## config.mk

```make
export PLATFORM = sky130hd
export DESIGN_NAME = c3lib_ckmux4_sel_ctrl
export DESIGN_NICKNAME = d
export VERILOG_FILES = /design/src/rtl/c3lib_ckmux4_sel_ctrl.sv
export SDC_FILE = /design/constraint.sdc
export NUM_CORES = 1
export LEC_CHECK = 0
export BUFFER_PORTS_ARGS = -buffer_cell sky130_fd_sc_hd__buf_4
export CELL_PAD_IN_SITES_DETAIL_PLACEMENT = 0
export CELL_PAD_IN_SITES_GLOBAL_PLACEMENT = 1
export CORE_MARGIN = 1
export CORE_UTILIZATION = 38
export CTS_BUF_LIST = sky130_fd_sc_hd__clkbuf_16
export CTS_CLUSTER_DIAMETER = 30
export DETAILED_ROUTE_END_ITERATION = 7
export GPL_TIMING_DRIVEN = 0
export PLACE_DENSITY = 0.7
export SLEW_MARGIN = 30
export SYNTH_ARGS = -nofsm -noshare
export SYNTH_HDL_FRONTEND = slang
export SYNTH_SLANG_ARGS = --single-unit
```

## constraint.sdc

```tcl
create_clock -name clk -period 1.7 [get_ports clk]
set_input_delay 0.425 -clock clk [delete_from_list [all_inputs] [get_ports clk]]
set_output_delay 0.425 -clock clk [all_outputs]
set_load 0.01 [all_outputs]
```

## src/rtl/c3lib_ckmux4_sel_ctrl.sv

```systemverilog
// Glitch-free select sequencer for a 4:1 clock mux: gates the downstream clock off,
// moves the selects while gated, lets the mux settle, then re-enables the gate.
module c3lib_ckmux4_sel_ctrl #(
  parameter int         OFF_CYC    = 4,
  parameter int         SETTLE_CYC = 4,
  parameter logic [1:0] RST_SEL    = 2'b00
) (
  input  logic       clk,
  input  logic       rst_n,
  input  logic       req_vld,
  input  logic [1:0] req_sel,
  output logic       req_rdy,
  input  logic       tst_override,
  output logic       s0,
  output logic       s1,
  output logic       ck_gate_en,
  output logic       busy,
  output logic       sw_done
);

  typedef enum logic [1:0] {
    ST_IDLE     = 2'd0,
    ST_GATE_OFF = 2'd1,
    ST_SETTLE   = 2'd2,
    ST_DONE     = 2'd3
  } state_t;

  localparam logic [3:0] OFF_LOAD    = 4'(OFF_CYC - 1);
  localparam logic [3:0] SETTLE_LOAD = 4'(SETTLE_CYC - 1);

  state_t     r_state, w_state;
  logic [3:0] r_cnt, w_cnt;
  logic [1:0] r_sel, w_sel;
  logic [1:0] r_req_sel, w_req_sel;
  logic       r_gate, w_gate;
  logic       r_done, w_done;
  logic       w_accept;

  assign req_rdy    = (r_state == ST_IDLE) & ~tst_override;
  assign busy       = (r_state != ST_IDLE);
  assign w_accept   = req_vld & req_rdy;
  assign s0         = r_sel[0];
  assign s1         = r_sel[1];
  assign ck_gate_en = r_gate;
  assign sw_done    = r_done;

  // State and registered-output update.
  always_ff @(posedge clk or negedge rst_n) begin
    if (!rst_n) begin
      r_state   <= ST_IDLE;
      r_cnt     <= 4'd0;
      r_sel     <= RST_SEL;
      r_req_sel <= RST_SEL;
      r_gate    <= 1'b1;
      r_done    <= 1'b0;
    end else begin
      r_state   <= w_state;
      r_cnt     <= w_cnt;
      r_sel     <= w_sel;
      r_req_sel <= w_req_sel;
      r_gate    <= w_gate;
      r_done    <= w_done;
    end
  end

  // Next-state and next-output decode; selects move only while the gate is already off.
  always_comb begin
    w_state   = r_state;
    w_cnt     = r_cnt;
    w_sel     = r_sel;
    w_req_sel = r_req_sel;
    w_gate    = r_gate;
    w_done    = 1'b0;
    case (r_state)
      ST_IDLE: begin
        if (w_accept) begin
          w_req_sel = req_sel;
          if (req_sel == r_sel) begin
            w_state = ST_DONE;
            w_done  = 1'b1;
          end else begin
            w_state = ST_GATE_OFF;
            w_gate  = 1'b0;
            w_cnt   = OFF_LOAD;
          end
        end else begin
          w_state = ST_IDLE;
        end
      end
      ST_GATE_OFF: begin
        if (r_cnt == 4'd0) begin
          w_state = ST_SETTLE;
          w_sel   = r_req_sel;
          w_cnt   = SETTLE_LOAD;
        end else begin
          w_cnt = r_cnt - 4'd1;
        end
      end
      ST_SETTLE: begin
        if (r_cnt == 4'd0) begin
          w_state = ST_DONE;
          w_gate  = 1'b1;
          w_done  = 1'b1;
        end else begin
          w_cnt = r_cnt - 4'd1;
        end
      end
      ST_DONE: begin
        w_state = ST_IDLE;
      end
      default: begin
        w_state = ST_IDLE;
        w_gate  = 1'b1;
        w_cnt   = 4'd0;
      end
    endcase
  end

endmodule
```

# Yosys cells after proc, flatten, opt, wreduce, memory -nomap -nowiden
# Cells that the tools add are included.
# word_totals
reg_bits	12
input_bits	6
word_cells	47
# classes
n_addsub	1
eq_ne	9
mux	18
n_bitwise	3
n_reduce_logical	10
# op_table
operator	n
$mux 4	4
$pmux 4 s3	1
$ne 2x2->1 const B	5
$mux 2	4
$pmux 2 s4	1
$reduce_and 4->1	2
$mux 1	6
$reduce_and 2->1	3
$eq 2x2->1 const B	2
$logic_not 4->1	1
$pmux 1 s2	2
$reduce_bool 2->1	2
$sub 4x1->4 const B	1
$reduce_bool 3->1	1
$and 1x1->1	2
$eq 2x1->1 const B	1
$eq 2x2->1	1
$logic_not 2->1	1
$not 1->1	1

# Logic depth before layout (Yosys ltp)
# depth
depth_word	5
depth_mapped	7
ltp_nobuf	6

# Worst setup path after synthesis
# No wires, ideal clock.
# synth_path
path_kind	reg-to-reg
from	register r_cnt[0]
to	register r_cnt[2]
setup_ps	122
arrival_ps	1517
required_time_ps	1578
setup_slack_ps	61
stages_incl_launch_ff	7
period_less_slack_ps	1639
cell_sequence	dfrtp_1 inv_1 ha_1 nor3b_4 a221oi_4 o211ai_1 a32o_1
# synth_between
elab_chain_len	3
word_cells_on_any_way	7
cone_classes	add/sub (1); eq/ne (1); mux (3); reduce/logical (2)
# synth_lines
element	line	rtl
start, declared	32	logic [3:0] r_cnt, w_cnt;
start signal, assigned	58	r_cnt <= w_cnt;
$sub 4x1->4 or $logic_not 4->1 (tied branches)	-	
$mux 4 (tied with other cells)	100	if (r_cnt == 4'd0) begin
$pmux 4 s3 or $reduce_and 4->1 (tied branches)	-	
# Several ways; a longest one is shown, not always the timed one. The select of a mux whose other input is x is not followed.
# A chain may end at the register's enable or synchronous reset.

# Worst setup path after layout
# layout_path
from	register r_state[1]
to	output req_rdy
# layout_between
elab_chain_len	2
# layout_lines
element	line	rtl
start, declared	31	state_t r_state, w_state;
start signal, assigned	57	r_state <= w_state;
$logic_not 2->1	39	assign req_rdy = (r_state == ST_IDLE) & ~tst_override;
$and 1x1->1	39	
end, declared	12	output logic req_rdy,
# No other way between the ends.

==> impl_metrics.tcl <==
set metrics [dict create \
    finalCritPeriodShare_pct 96.88 \
    die_h_um 47.73 \
    synth_compound_area_share_pct 22.05 \
    crit_type "register to output pin" \
    drive_above_1_share_pct 38.61 \
    tightest_slew_ns 0.3532 \
    synth_fa_ha_area_share_pct 11.02 \
    dieArea_um2 2278 \
    skew_ns 0.002495 \
    yosys_register_bits 12 \
    synth.avg_cell_area_um2 9.931 \
    cts_tree "yes" \
    end_kind "output pin" \
    firstDrtPassIters 4 \
    rows 16 \
    wl_um 1776 \
    grt_first_pass_wirelength_um 2622 \
    ios 12 \
    grt_usage_pct 16.85 \
    grt_use_met2_pct 28.38 \
    synth_xor_area_share_pct 2.205 \
    timing.slew.headroom_pct 76.43 \
    root_buffer "clkbuf_16" \
    dp_hpwl_um 1231 \
    layout.nets 115 \
    postLayoutCellArea_um2 1076 \
    worstPathRequired_ns 1.27 \
    fin_ws_ns 0.05299 \
    busiest_layer "met2" \
    share_comb_of_total_power_pct 57.6 \
    synthSimpleGateAreaFrac_pct 20.94 \
    placed_cell_area_um2 910.9 \
    rsz0062_at_grt "no" \
    h-tree-depth 1 \
    critPathArrivalTime_ns 1.22 \
    n_fill_cell 198 \
    switching_share_pct 38.07 \
    final_cell_mix "17 x buf_4, 14 x nand2_1, 11 x dfrtp_1" \
    maxCapViolations 0 \
    antenna_found_initial 0 \
    n_antenna_cell 0 \
    cts.clk_slew.worst_paths_ns 0.05 \
    die_x_um 47.73 \
    maxSlewViolCount 0 \
    gp_congestion 0.7471 \
    crit_path_start_kind "register" \
    switchingPower_mw 0.8022 \
    p_int_mw 1.305 \
    leakagePower_nw 0.4828 \
    power_density_nw_per_um2 1958 \
    clock_latency_ns 0.24 \
    coreArea_um2 1962 \
    yosysWarnings 0 \
    cp_max_fo 5 \
    synthesis.nets 93 \
    vias_per_cell 5.273 \
    grt_pass1_vias 607 \
    setup_viol 0 \
    grt_start_max_net_pins 13 \
    synth_top_family_by_area "compound AO/OA/AOI/OAI gates" \
    syn_inst 80 \
    dp_slack_ns -0.1111 \
    cts_buffers 3 \
    outcome "finished clean" \
    hp-class "input port to async pin" \
    ant_nets 0 \
    yosysSeqAreaShare_pct 37.95 \
    seq_power_share_pct 21.9 \
    grt.met3_usage_pct 4.528 \
    final_common_cell "buf_4" \
    synthMuxAreaShare_pct 2.835 \
    max_freq_mhz 607.2 \
    fin_crit_ns 1.647 \
    wl_per_cell_um 13.88 \
    met1_usage_pct 21.02 \
    drc_errors 0 \
    drtIter0Drc 5 \
    io_buffers 11 \
    area_growth_pct 35.43 \
    fin_util_pct 54.85 \
    synthesis.area_um2 794.5 \
    peakVddDrop_mv 0.8601 \
    finalHoldViolCount 0 \
    start_util_pct 40.50 \
    cts_sinks 12 \
    yosysUniqueCellTypes 29 \
    dr_total_vias 675 \
    clock_path_buffers 2 \
    gr-total-overflow 0 \
    power.share.clock_pct 20.5 \
]
-- power groups by stage --
stage | Combinational, mW | Clock, mW | Sequential [mW]
6_report | 1.21 | 0.432 | 0.461
3_3_place_gp | 0.974 | 0 | 0.484
2_1_floorplan | 0.735 | 0 | 0.474
4_1_cts | 1.12 | 0.436 | 0.456
3_5_place_dp | 0.976 | 0 | 0.483
5_1_grt | 1.32 | 0.453 | 0.470
-- worst max-delay path: stages, from the launching register on --
cell and delay, ns:
dfrtp_1 0.41, inv_2 0.11, ha_4 0.18, nor2b_4 0.16, buf_4 0.12
-- registers in the layout (all words and copies together), names as in the netlist --
signal	cells
ck_gate_en	1
r_cnt	4
r_req_sel	2
r_sel	2
r_state	2
sw_done	1
-- through the flow --
step           std cells  total power, mW  hold WS, ns  TNS [ns]
6_report             128            2.107      0.01983         0
5_1_grt              128            2.246      0.02938         0
4_1_cts              126            2.016      0.02553         0
3_5_place_dp         118            1.460       0.2761   -0.3518
3_3_place_gp         118            1.458       0.2780   -0.3668
2_1_floorplan         80            1.209       0.1294         0
-- layout make-up --
cell class / instances / area [um^2] / area share [%]
Multi-Input combinational cell: 62 / 504.2 / 46.86
Sequential cell: 12 / 301.5 / 28.02
Timing Repair Buffer: 17 / 127.6 / 11.86
Clock buffer: 3 / 75.07 / 6.977
Tap cell: 27 / 33.78 / 3.140
Inverter: 5 / 18.77 / 1.744
Buffer: 1 / 11.26 / 1.047
Clock inverter: 1 / 3.754 / 0.3488
-- metal layers --
layer	routed length [um]	up-vias
met5	0	-
met4	14	0
met3	45	2
met2	864	7
met1	851	337
li1	-	329
-- synth_stat cells, drive strengths merged --
cell type	instances	area, um^2
a21oi	3	15.01
a221oi	1	26.28
a2bb2oi	1	15.01
a31oi	3	18.77
a32o	2	20.02
a41o	1	10.01
and2	3	21.27
and2b	1	8.760
buf	1	5.000
dfrtp	11	275.3
dfstp	1	26.28
ha	7	87.58
inv	5	18.77
mux2	2	22.52
nand2	14	52.55
nand2b	1	6.260
nand3	3	15.01
nand4bb	1	11.26
nor2	1	3.750
nor2b	2	12.51
nor3	2	10.01
nor3b	1	18.77
nor4	1	6.260
o211ai	4	30.03
o21a	1	8.760
o21ai	4	20.02
o21bai	1	11.26
xnor2	2	17.52
-- logic make-up after synthesis --
family	Yosys count
and+or+nand+nor	30
AOI/OAI and AO/OA	21
DFF	12
adders and majority gates	7
buffers and inverters	6
xor gates and xnor gates	2
muxes	2
-- path summary, 6_finish.rpt --
| check | start | end | slack (ns) | depth (start not counted) |
|---|---|---|---|---|
| min | rst_n | r_cnt[2]$_DFFE_PN0P_ | 0.02 | 1 |
| max in group asynchronous | rst_n | ck_gate_en$_DFFE_PN1P_ | 1.44 | 1 |
| max | r_state[1]$_DFFE_PN0P_ | req_rdy | 0.05 | 4 |
| max reg2reg | r_state[0]$_DFFE_PN0P_ | r_cnt[2]$_DFFE_PN0P_ | 0.09 | 6 |
| min reg2reg | r_req_sel[0]$_DFFE_PN0P_ | r_req_sel[0]$_DFFE_PN0P_ | 0.47 | 2 |
| min in group clk | req_sel[1] | r_req_sel[1]$_DFFE_PN0P_ | 0.40 | 3 |
-- what timing repair did --
action                                  in CTS  in global routing
setup buffers                                5                  4
resized for setup                            5                  9
hold buffers                                 0                  0
pin swaps                                    2                  4
endpoints found under the setup margin       8                  5
Note: power is estimated with default switching activity, not from simulation.
